===== src/rtl/dcache_pkg.sv =====
// Shared definitions for the direct-mapped write-back data cache controller.
package dcache_pkg;

    typedef enum logic [1:0] {
        ST_IDLE,
        ST_WB,
        ST_FILL,
        ST_DONE
    } state_t;

    localparam int DEFAULT_NUM_LINES = 8;

    function automatic int calc_index_w(input int num_lines);
        return $clog2(num_lines);
    endfunction

    function automatic int calc_tag_w(input int num_lines);
        return 15 - $clog2(num_lines);
    endfunction

endpackage


===== src/rtl/dcache_array.sv =====
// Line storage: valid, dirty, tag and data per one-word line.
// One combinational read port and one synchronous write port sharing an index.
module dcache_array
    import dcache_pkg::*;
#(
    parameter int NUM_LINES = DEFAULT_NUM_LINES,
    parameter int INDEX_W   = calc_index_w(NUM_LINES),
    parameter int TAG_W     = calc_tag_w(NUM_LINES)
) (
    input  logic               clk,
    input  logic               clear,
    input  logic [INDEX_W-1:0] index,
    output logic               rd_valid,
    output logic               rd_dirty,
    output logic [TAG_W-1:0]   rd_tag,
    output logic [15:0]        rd_data,
    input  logic               data_we,
    input  logic [15:0]        wr_data,
    input  logic               tag_we,
    input  logic [TAG_W-1:0]   wr_tag,
    input  logic               wr_valid,
    input  logic               dirty_we,
    input  logic               wr_dirty
);

    logic              valid_q [NUM_LINES];
    logic              dirty_q [NUM_LINES];
    logic [TAG_W-1:0]  tag_q   [NUM_LINES];
    logic [15:0]       data_q  [NUM_LINES];

    assign rd_valid = valid_q[index];
    assign rd_dirty = dirty_q[index];
    assign rd_tag   = tag_q[index];
    assign rd_data  = data_q[index];

    // Status bits: clear wins over any write so a reset always empties the cache.
    always_ff @(posedge clk) begin
        if (clear) begin
            for (int i = 0; i < NUM_LINES; i++) begin
                valid_q[i] <= 1'b0;
                dirty_q[i] <= 1'b0;
            end
        end else begin
            if (tag_we) begin
                valid_q[index] <= wr_valid;
            end
            if (dirty_we) begin
                dirty_q[index] <= wr_dirty;
            end
        end
    end

    // Payload storage is never reset; a line is only trusted once its valid bit is set.
    always_ff @(posedge clk) begin
        if (data_we) begin
            data_q[index] <= wr_data;
        end
        if (tag_we) begin
            tag_q[index] <= wr_tag;
        end
    end

endmodule


===== src/rtl/dcache_ctrl.sv =====
// Data cache controller: hit path answers in the request cycle, misses
// write back a dirty victim (if any), fill from memory, then finish.
module dcache_ctrl
    import dcache_pkg::*;
#(
    parameter int NUM_LINES = DEFAULT_NUM_LINES
) (
    input  logic        clk,
    input  logic        rst,
    input  logic [15:0] Addr,
    input  logic [15:0] DataIn,
    input  logic        Rd,
    input  logic        Wr,
    output logic [15:0] DataOut,
    output logic        Done,
    output logic        Stall,
    output logic        CacheHit,
    output logic        err,
    output logic [15:0] mem_addr,
    output logic [15:0] mem_wdata,
    output logic        mem_rd,
    output logic        mem_wr,
    input  logic [15:0] mem_rdata,
    input  logic        mem_ready
);

    localparam int INDEX_W = calc_index_w(NUM_LINES);
    localparam int TAG_W   = calc_tag_w(NUM_LINES);

    state_t state;
    state_t next_state;

    logic [14:0]        req_word;
    logic [15:0]        req_data;
    logic               req_wr;
    logic               latch_req;

    logic [INDEX_W-1:0] in_index;
    logic [TAG_W-1:0]   in_tag;
    logic [INDEX_W-1:0] req_index;
    logic [TAG_W-1:0]   req_tag;
    logic [INDEX_W-1:0] arr_index;

    logic               is_req;
    logic               illegal;
    logic               hit;

    logic               rd_valid;
    logic               rd_dirty;
    logic [TAG_W-1:0]   rd_tag;
    logic [15:0]        rd_data;
    logic               data_we;
    logic [15:0]        wr_data;
    logic               tag_we;
    logic               dirty_we;
    logic               wr_dirty;

    assign in_index  = Addr[INDEX_W:1];
    assign in_tag    = Addr[15:INDEX_W+1];
    assign req_index = req_word[INDEX_W-1:0];
    assign req_tag   = req_word[14:INDEX_W];

    // In IDLE the array looks at the incoming address; afterwards it stays on the latched line.
    assign arr_index = (state == ST_IDLE) ? in_index : req_index;

    assign is_req  = Rd | Wr;
    assign illegal = (Rd & Wr) | (is_req & Addr[0]);
    assign hit     = rd_valid & (rd_tag == in_tag);

    dcache_array #(
        .NUM_LINES (NUM_LINES),
        .INDEX_W   (INDEX_W),
        .TAG_W     (TAG_W)
    ) u_array (
        .clk      (clk),
        .clear    (rst),
        .index    (arr_index),
        .rd_valid (rd_valid),
        .rd_dirty (rd_dirty),
        .rd_tag   (rd_tag),
        .rd_data  (rd_data),
        .data_we  (data_we),
        .wr_data  (wr_data),
        .tag_we   (tag_we),
        .wr_tag   (req_tag),
        .wr_valid (1'b1),
        .dirty_we (dirty_we),
        .wr_dirty (wr_dirty)
    );

    // State register; reset drops any in-flight memory transfer.
    always_ff @(posedge clk) begin
        if (rst) begin
            state <= ST_IDLE;
        end else begin
            state <= next_state;
        end
    end

    // Request registers capture the missing access so the processor side may change freely.
    always_ff @(posedge clk) begin
        if (rst) begin
            req_word <= '0;
            req_data <= '0;
            req_wr   <= 1'b0;
        end else if (latch_req) begin
            req_word <= Addr[15:1];
            req_data <= DataIn;
            req_wr   <= Wr;
        end
    end

    // Next-state, handshake outputs, memory requests and array write controls.
    always_comb begin
        next_state = state;
        DataOut    = '0;
        Done       = 1'b0;
        Stall      = 1'b0;
        CacheHit   = 1'b0;
        err        = 1'b0;
        mem_addr   = '0;
        mem_wdata  = '0;
        mem_rd     = 1'b0;
        mem_wr     = 1'b0;
        latch_req  = 1'b0;
        data_we    = 1'b0;
        wr_data    = DataIn;
        tag_we     = 1'b0;
        dirty_we   = 1'b0;
        wr_dirty   = 1'b0;

        unique case (state)
            ST_IDLE: begin
                if (is_req) begin
                    if (illegal) begin
                        err  = 1'b1;
                        Done = 1'b1;
                    end else if (hit) begin
                        Done     = 1'b1;
                        CacheHit = 1'b1;
                        DataOut  = rd_data;
                        if (Wr) begin
                            data_we  = 1'b1;
                            wr_data  = DataIn;
                            dirty_we = 1'b1;
                            wr_dirty = 1'b1;
                        end
                    end else begin
                        Stall      = 1'b1;
                        latch_req  = 1'b1;
                        next_state = (rd_valid && rd_dirty) ? ST_WB : ST_FILL;
                    end
                end
            end
            ST_WB: begin
                Stall     = 1'b1;
                mem_wr    = 1'b1;
                mem_addr  = {rd_tag, req_index, 1'b0};
                mem_wdata = rd_data;
                if (mem_ready) begin
                    dirty_we   = 1'b1;
                    wr_dirty   = 1'b0;
                    next_state = ST_FILL;
                end
            end
            ST_FILL: begin
                Stall    = 1'b1;
                mem_rd   = 1'b1;
                mem_addr = {req_word, 1'b0};
                if (mem_ready) begin
                    data_we    = 1'b1;
                    wr_data    = mem_rdata;
                    tag_we     = 1'b1;
                    dirty_we   = 1'b1;
                    wr_dirty   = 1'b0;
                    next_state = ST_DONE;
                end
            end
            ST_DONE: begin
                Done       = 1'b1;
                next_state = ST_IDLE;
                if (req_wr) begin
                    data_we  = 1'b1;
                    wr_data  = req_data;
                    dirty_we = 1'b1;
                    wr_dirty = 1'b1;
                end else begin
                    DataOut = rd_data;
                end
            end
            default: begin
                next_state = ST_IDLE;
            end
        endcase

        if (rst) begin
            data_we  = 1'b0;
            tag_we   = 1'b0;
            dirty_we = 1'b0;
        end
    end

endmodule


===== config.mk =====
export PLATFORM = sky130hd
export DESIGN_NAME = dcache_ctrl
export DESIGN_NICKNAME = d
export VERILOG_FILES = /design/src/rtl/dcache_pkg.sv /design/src/rtl/dcache_array.sv /design/src/rtl/dcache_ctrl.sv
export SDC_FILE = /design/constraint.sdc
export NUM_CORES = 1
export LEC_CHECK = 0
export ABC_AREA = 1
export CAP_MARGIN = 20
export CORE_MARGIN = 2
export CORE_UTILIZATION = 45
export CTS_CLUSTER_DIAMETER = 100
export CTS_CLUSTER_SIZE = 10
export DETAILED_ROUTE_END_ITERATION = 16
export SLEW_MARGIN = 20
export SYNTH_ARGS = -nofsm -noshare
export SYNTH_HDL_FRONTEND = slang
export SYNTH_SLANG_ARGS = --single-unit

===== constraint.sdc =====
create_clock -name clk -period 10.7 [get_ports clk]
set_input_delay 3.21 -clock clk [delete_from_list [all_inputs] [get_ports clk]]
set_output_delay 3.21 -clock clk [all_outputs]
set_load 0.02 [all_outputs]

## Word level (Yosys, flattened, before mapping)

Memory sizes are Yosys's and may differ from the RTL's.
Index checks and enable logic that the tools add are counted.
W data, S select, Z words.

- Register bits: 34
- Memory bits (writable): 240
- Bits of input ports: 53
- Output and inout port bits: 54
- Logic and storage cells: 93
- Memories kept: 4

- Equality and inequality tests: 9
- Muxes and demuxes: 65
- Bitwise gates (word level): 5
- Reductions and logical operators: 6

Memories:

| name | depth | bits a word | rd ports | clocked after Yosys merged registers in | wr ports | RTL line | RTL |
|---|---|---|---|---|---|---|---|
| u_array.data_q | 8 | 16 | 1 | 0 | 1 | dcache_array.sv:29 | `logic [15:0] data_q [NUM_LINES];` |
| u_array.tag_q | 8 | 12 | 1 | 0 | 1 | dcache_array.sv:28 | `logic [TAG_W-1:0] tag_q [NUM_LINES];` |
| u_array.dirty_q | 8 | 1 | 1 | 0 | 8 | dcache_array.sv:27 | `logic dirty_q [NUM_LINES];` |
| u_array.valid_q | 8 | 1 | 1 | 0 | 8 | dcache_array.sv:26 | `logic valid_q [NUM_LINES];` |

Operator list:

| kind | count |
|---|---|
| $mux W16 | 7 |
| $pmux W16 S2 | 3 |
| $mux W1 | 40 |
| $eq A12 B12 Y1 | 1 |
| $mux W2 | 6 |
| $ne A2 B2 Y1 const B | 5 |
| $mux W3 | 3 |
| $pmux W1 S3 | 3 |
| $pmux W2 S4 | 1 |
| $reduce_and A5 Y1 | 1 |
| $eq A2 B2 Y1 const B | 2 |
| $pmux W1 S2 | 2 |
| $and A1 B1 Y1 | 3 |
| $eq A2 B1 Y1 const B | 1 |
| $logic_not A2 Y1 | 1 |
| $or A1 B1 Y1 | 2 |
| $reduce_or A1 Y1 | 2 |
| $reduce_or A2 Y1 | 1 |
| $logic_and A1 B1 Y1 | 1 |

## Longest topological paths before layout

An unclocked memory read counts as a cell.

- Word-level depth: 15
- Gate-level depth with buffers: 24
- Gate-level depth less buffers: 22

## Modules after synthesis

Synthesis repeated with hierarchy kept, for this count alone.

- Cells, all modules: 1484
- Area total of the unflattened synthesis: 12978.7 um^2

Modules (own cells, without submodules):

| module | times used | cells each | area each (um^2) | seq. area each (um^2) |
|---|---|---|---|---|
| dcache_array | 1 | 985 | 10183.5 | 7206.9 |
| dcache_ctrl | 1 | 499 | 2795.2 | 680.7 |

## Least setup slack after synthesis

OpenSTA, ideal clock, no wires.

- Path kind: input to output
- From: in Addr[1]
- To: out Stall
- Arrival time: 5.039 ns
- Required time: 7.490 ns
- Slack: 2.451 ns
- Stages: 19
- Buffers on the path: 4
- Path through: inv_1 > nand2_1 > nand2_1 > buf_6 > buf_6 > nand2_1 > nand3_1 > nand2_1 > nor2_1 > nand2_1 > nand2_1 > inv_1 > nand3_1 > nor2_1 > nand2_2 > nand3_2 > buf_2 > buf_4 > a21oi_1

- Word-level cells in the longest chain between the ends: 8
- Elaborated cells between the ends (all ways): 9
- Those cells by class: eq/ne (1); mux (5); bitwise (1); memory (2)

RTL lines:

| element | RTL line | RTL |
|---|---|---|
| start: declaration | dcache_ctrl.sv:10 | `input logic [15:0] Addr,` |
| $mux W3 (*) | dcache_ctrl.sv:64 | `assign arr_index = (state == ST_IDLE) ? in_index : req_index;` |
| $mem_v2 Z8 W12 | n/a |  |
| $eq A12 B12 Y1 | dcache_ctrl.sv:68 | `assign hit = rd_valid & (rd_tag == in_tag);` |
| $and A1 B1 Y1 (*) | dcache_ctrl.sv:68 |  |
| $mux W1 (*) | dcache_ctrl.sv:138 | `end else if (hit) begin` |
| $mux W1 (*) | dcache_ctrl.sv:135 | `if (illegal) begin` |
| $mux W1 (*) | dcache_ctrl.sv:134 | `if (is_req) begin` |
| $pmux W1 S2 (*) | dcache_ctrl.sv:132 | `unique case (state)` |
| end: declaration | dcache_ctrl.sv:16 | `output logic Stall,` |

Mark *: on every way between the ends. The rest lies on a longest branch, timed or not.

## Worst setup path in the final report

- From: in Addr[2]
- To: out DataOut[0]

- Word-level cells in the longest chain between the ends: 8
- Elaborated cells between the ends (all ways): 11
- Those cells by class: eq/ne (1); mux (6); bitwise (1); memory (3)

RTL lines:

| element | RTL line | RTL |
|---|---|---|
| $mux W3 (*) | dcache_ctrl.sv:64 |  |
| $mem_v2 Z8 W12 | n/a |  |
| $eq A12 B12 Y1 | dcache_ctrl.sv:68 |  |
| $and A1 B1 Y1 | dcache_ctrl.sv:68 |  |
| $mux W16 | dcache_ctrl.sv:138 |  |
| $mux W16 | dcache_ctrl.sv:135 |  |
| $mux W16 | dcache_ctrl.sv:134 |  |
| $pmux W16 S2 (*) | dcache_ctrl.sv:132 |  |
| end: declaration | dcache_ctrl.sv:14 | `output logic [15:0] DataOut,` |

Marks and branches as above.

==> results.py <==
metrics = {
    "worst_setup_path": {
        "worst-r2r-cell-count": 21,
        "slowest_delay_ns": 0.60,
        "worstSetupPathType": "input pin to output pin",
        "timing.rr.start": "state[0]$_SDFFE_PP0P_",
        "critical_path_required_ns": 7.49,
        "timing.reg2reg.setup_slack_ns": 5.76,
        "critPathCaptureType": "output pin",
        "r2r-end": "u_array.data_q[1][1]$_DFFE_PP_",
        "cp-endpoint": "DataOut[0]",
        "cp_max_fo": 16,
        "worst_ep_arrival_time_ns": 6.75,
        "critical_path.most_common_cell": "nand2_1",
        "critPathLaunchType": "input pin",
        "worst_path_cell_trace": "clkdlybuf4s50_1 > inv_1 > nand2_1 > nand2_2 > nor2_2 > nand3_1 > nand2_1 > nor2_1 > nand2_1 > nand2_1 > nor2_1 > nand2_1 > nor2_1 > nand2_2 > nor2_2 > nand2_1 > inv_2 > o21ai_4 > buf_4 > nor2_1 > clkdlybuf4s50_1",
        "crit_path_start": "Addr[2]",
        "critical-path-slowest-cell": "clkdlybuf4s50_1",
    },
    "cells_and_area": {
        "layout_commonest_cell": "nand2_1",
        "num_antenna_cells": 0,
        "multiInputGateArea_um2": 3250,
        "final_nets": 1275,
        "drive_gt1_frac": 0.0822,
        "final.fill_count": 2262,
        "layout.area.seq_um2": 7810,
        "area_delta_synth_final_pct": 19.7,
        "layout_common_cells": "nand2_1, edfxtp_1, clkdlybuf4s50_1",
    },
    "synth": {
        "yosysWarnings": 0,
        "postSynthRegisterBits": 274,
        "synth-seq-area-share": 0.668,
        "syn_area_um2": 11700,
        "syn-instance-count": 1105,
        "mappedNetlistNets": 1163,
        "synthesis.area_per_instance_um2": 10.6,
        "synthDistinctLibCells": 35,
    },
    "grt": {
        "antenna_found_initial": 0,
        "grt_start_max_net_pins": 62,
        "grt.met1_usage": 0.301,
        "globalRouteMet2Util": 0.384,
        "grtUsageMet3": 0.0305,
        "grt_pass1_vias": 8053,
        "grt.busiest_layer": "met2",
        "gr-total-overflow": 0,
        "grt_pass1_wl_um": 45900,
        "global_route.usage.total": 0.224,
    },
    "clocking": {
        "numCtsBuffers": 31,
        "path_clk_slew_ns": 0.06,
        "cts_tree": "done",
        "post_cts.repair.setup_buffers": 0,
        "hold_bufs_inserted_after_cts": 0,
        "cts.root.buffer_cell": "clkbuf_16",
        "cts.sink_count": 274,
        "cts_htree_levels": 1,
        "max-clock-path-buffers": 3,
        "cts_resized": 0,
        "clk_latency_ns": 0.56,
    },
    "placed_design": {
        "place.port_buffers": 105,
        "place_hpwl_um": 19300,
        "gpl.final_weighted_congestion": 0.786,
        "setup_ws_pre_cts_ns": 0.741,
    },
    "floorplanning": {
        "die_height_um": 165,
        "boundaryPins": 107,
        "die_w_um": 165,
        "rows": 59,
        "initial_utilization": 0.454,
        "floorplan.core_area_um2": 25800,
        "floorplan.die_area_um2": 27300,
    },
    "sta": {
        "hold_vio_cnt_final": 0,
        "finalCritPeriodShare": 0.931,
        "timing.final.max_slew_violations": 0,
        "max_clock_skew_ns": 0.0129,
        "worst_slew_pin_slew_ns": 1.02,
        "setup-tns-final_ns": 0,
        "max_freq_ghz": 0.100,
        "period_needed_ns": 9.96,
        "finalSetupViolations": 0,
        "final.setup.worst_slack_ns": 0.737,
        "rsz0062_at_grt": "no",
        "timing.max_slew.rel_slack": 0.321,
    },
    "drt": {
        "drtAntennaViolNets": 0,
        "detail_route.drc_violations": 0,
        "routedWlPerCell_um": 19.3,
        "drt_pre_antenna_iters": 5,
        "detail_route.vias_per_cell": 5.29,
        "dr.first_iter.drc_count": 758,
        "route.vias.total": 8342,
        "route.final.wire_length_um": 30500,
    },
    "run": {
        "cap_viol_max_count": 0,
    },
    "min_path": {
        "hold_path.class": "flop to flop",
    },
    "pwr": {
        "peakVddDrop_mv": 0.207,
        "power-per-cell-area_nw_per_um2": 267,
        "power_leakage_nw": 5.13,
    },
    "outcome": {
        "status": "complete, no violations",
    },
}
## worst min path at each step
stage                                from                    endpoint  slack (ns)  depth (start not counted)
2_1_floorplan  u_array.valid_q[1]$_DFF_P_  u_array.valid_q[1]$_DFF_P_        0.43                          2
3_3_place_gp     req_data[0]$_SDFFE_PP0P_    req_data[0]$_SDFFE_PP0P_        0.44                          2
3_5_place_dp    req_data[11]$_SDFFE_PP0P_   req_data[11]$_SDFFE_PP0P_        0.44                          2
4_1_cts         req_data[11]$_SDFFE_PP0P_   req_data[11]$_SDFFE_PP0P_        0.45                          2
5_1_grt          req_data[9]$_SDFFE_PP0P_    req_data[9]$_SDFFE_PP0P_        0.47                          2
6_report        req_data[11]$_SDFFE_PP0P_   req_data[11]$_SDFFE_PP0P_        0.45                          2
## stage by stage
stage / utilization / power (mW) / hold WS, ns / cell area (µm²) / instances
floorplan: - / 2.31 / 0.429 / 11700 / 1105
global placement: 0.508 / 2.80 / 0.438 / 13100 / 1519
detailed placement: 0.508 / 2.81 / 0.445 / 13100 / 1519
CTS: 0.543 / 3.76 / 0.454 / 14000 / 1576
global route: 0.543 / 3.94 / 0.468 / 14000 / 1576
finish: 0.543 / 3.74 / 0.452 / 14000 / 1576
## routing by layer
metal  wire (µm)  share of wire
met5           0              0
met4         703          0.023
met3        1560          0.051
met2       15000           0.49
met1       13200           0.43
## logic make-up after synthesis
kind of cell             synth area share
AND/OR/NAND/NOR                     0.180
flip-flops                          0.668
other                            0.000321
adder cells (fa/ha/maj)           0.00535
AO/OA/AOI/OAI                      0.0900
buffers and inverters              0.0569
## worst max-delay path: cells and delay by family
family,cells,cell delay (ns)
buffers and inverters,5,1.49
AO/OA/AOI/OAI,1,0.05
AND/OR/NAND/NOR,15,2.00
## registers in the layout, summed over array words and instances (netlist names)
register / flops
req_data: 16
req_word: 15
req_wr: 1
state: 2
u_array.data_q: 128
u_array.dirty_q: 8
u_array.tag_q: 96
u_array.valid_q: 8
## power by group
group          total [mW]  internal, mW  leakage [nW]  switching [mW]
Combinational        1.46         0.451          2.24            1.01
Clock               0.952         0.544         0.424           0.408
Sequential           1.33          1.29          2.47          0.0347
## Yosys cell counts
cell type / number / area, µm²
o21a_1: 2 / 15.0
nor2_1: 92 / 345
or4_1: 9 / 67.6
nand2_4: 2 / 22.5
nor2_4: 2 / 22.5
o21ai_0: 35 / 175
buf_4: 9 / 67.6
conb_1: 1 / 3.75
buf_2: 10 / 50.1
a211oi_1: 1 / 7.51
nand2_2: 6 / 37.5
a21oi_1: 49 / 245
nand3_2: 1 / 10.0
nor3_1: 4 / 20.0
ha_1: 5 / 62.6
clkinv_1: 2 / 7.51
o21ai_4: 1 / 16.3
o221ai_1: 16 / 140
clkbuf_1: 27 / 101
or3_1: 6 / 37.5
nor2_2: 13 / 81.3
nand4_1: 1 / 6.26
inv_2: 3 / 11.3
o2111ai_1: 1 / 8.76
o21ai_1: 15 / 75.1
inv_1: 89 / 334
buf_1: 1 / 3.75
dfxtp_1: 42 / 841
or2_2: 7 / 43.8
o22ai_1: 59 / 369
nand3b_1: 1 / 7.51
edfxtp_1: 232 / 6970
nand3_1: 62 / 310
buf_6: 8 / 90.1
nand2_1: 291 / 1090
## final cells by class
| class | instances | area share |
|---|---|---|
| Multi-Input combinational cell | 682 | 0.232 |
| Inverter | 94 | 0.0252 |
| Sequential cell | 274 | 0.558 |
| Tap cell | 335 | 0.0299 |
| Clock buffer | 55 | 0.0618 |
| Timing Repair Buffer | 134 | 0.0915 |
| Clock inverter | 2 | 0.00206 |
Power figures use the tool's default switching activity.
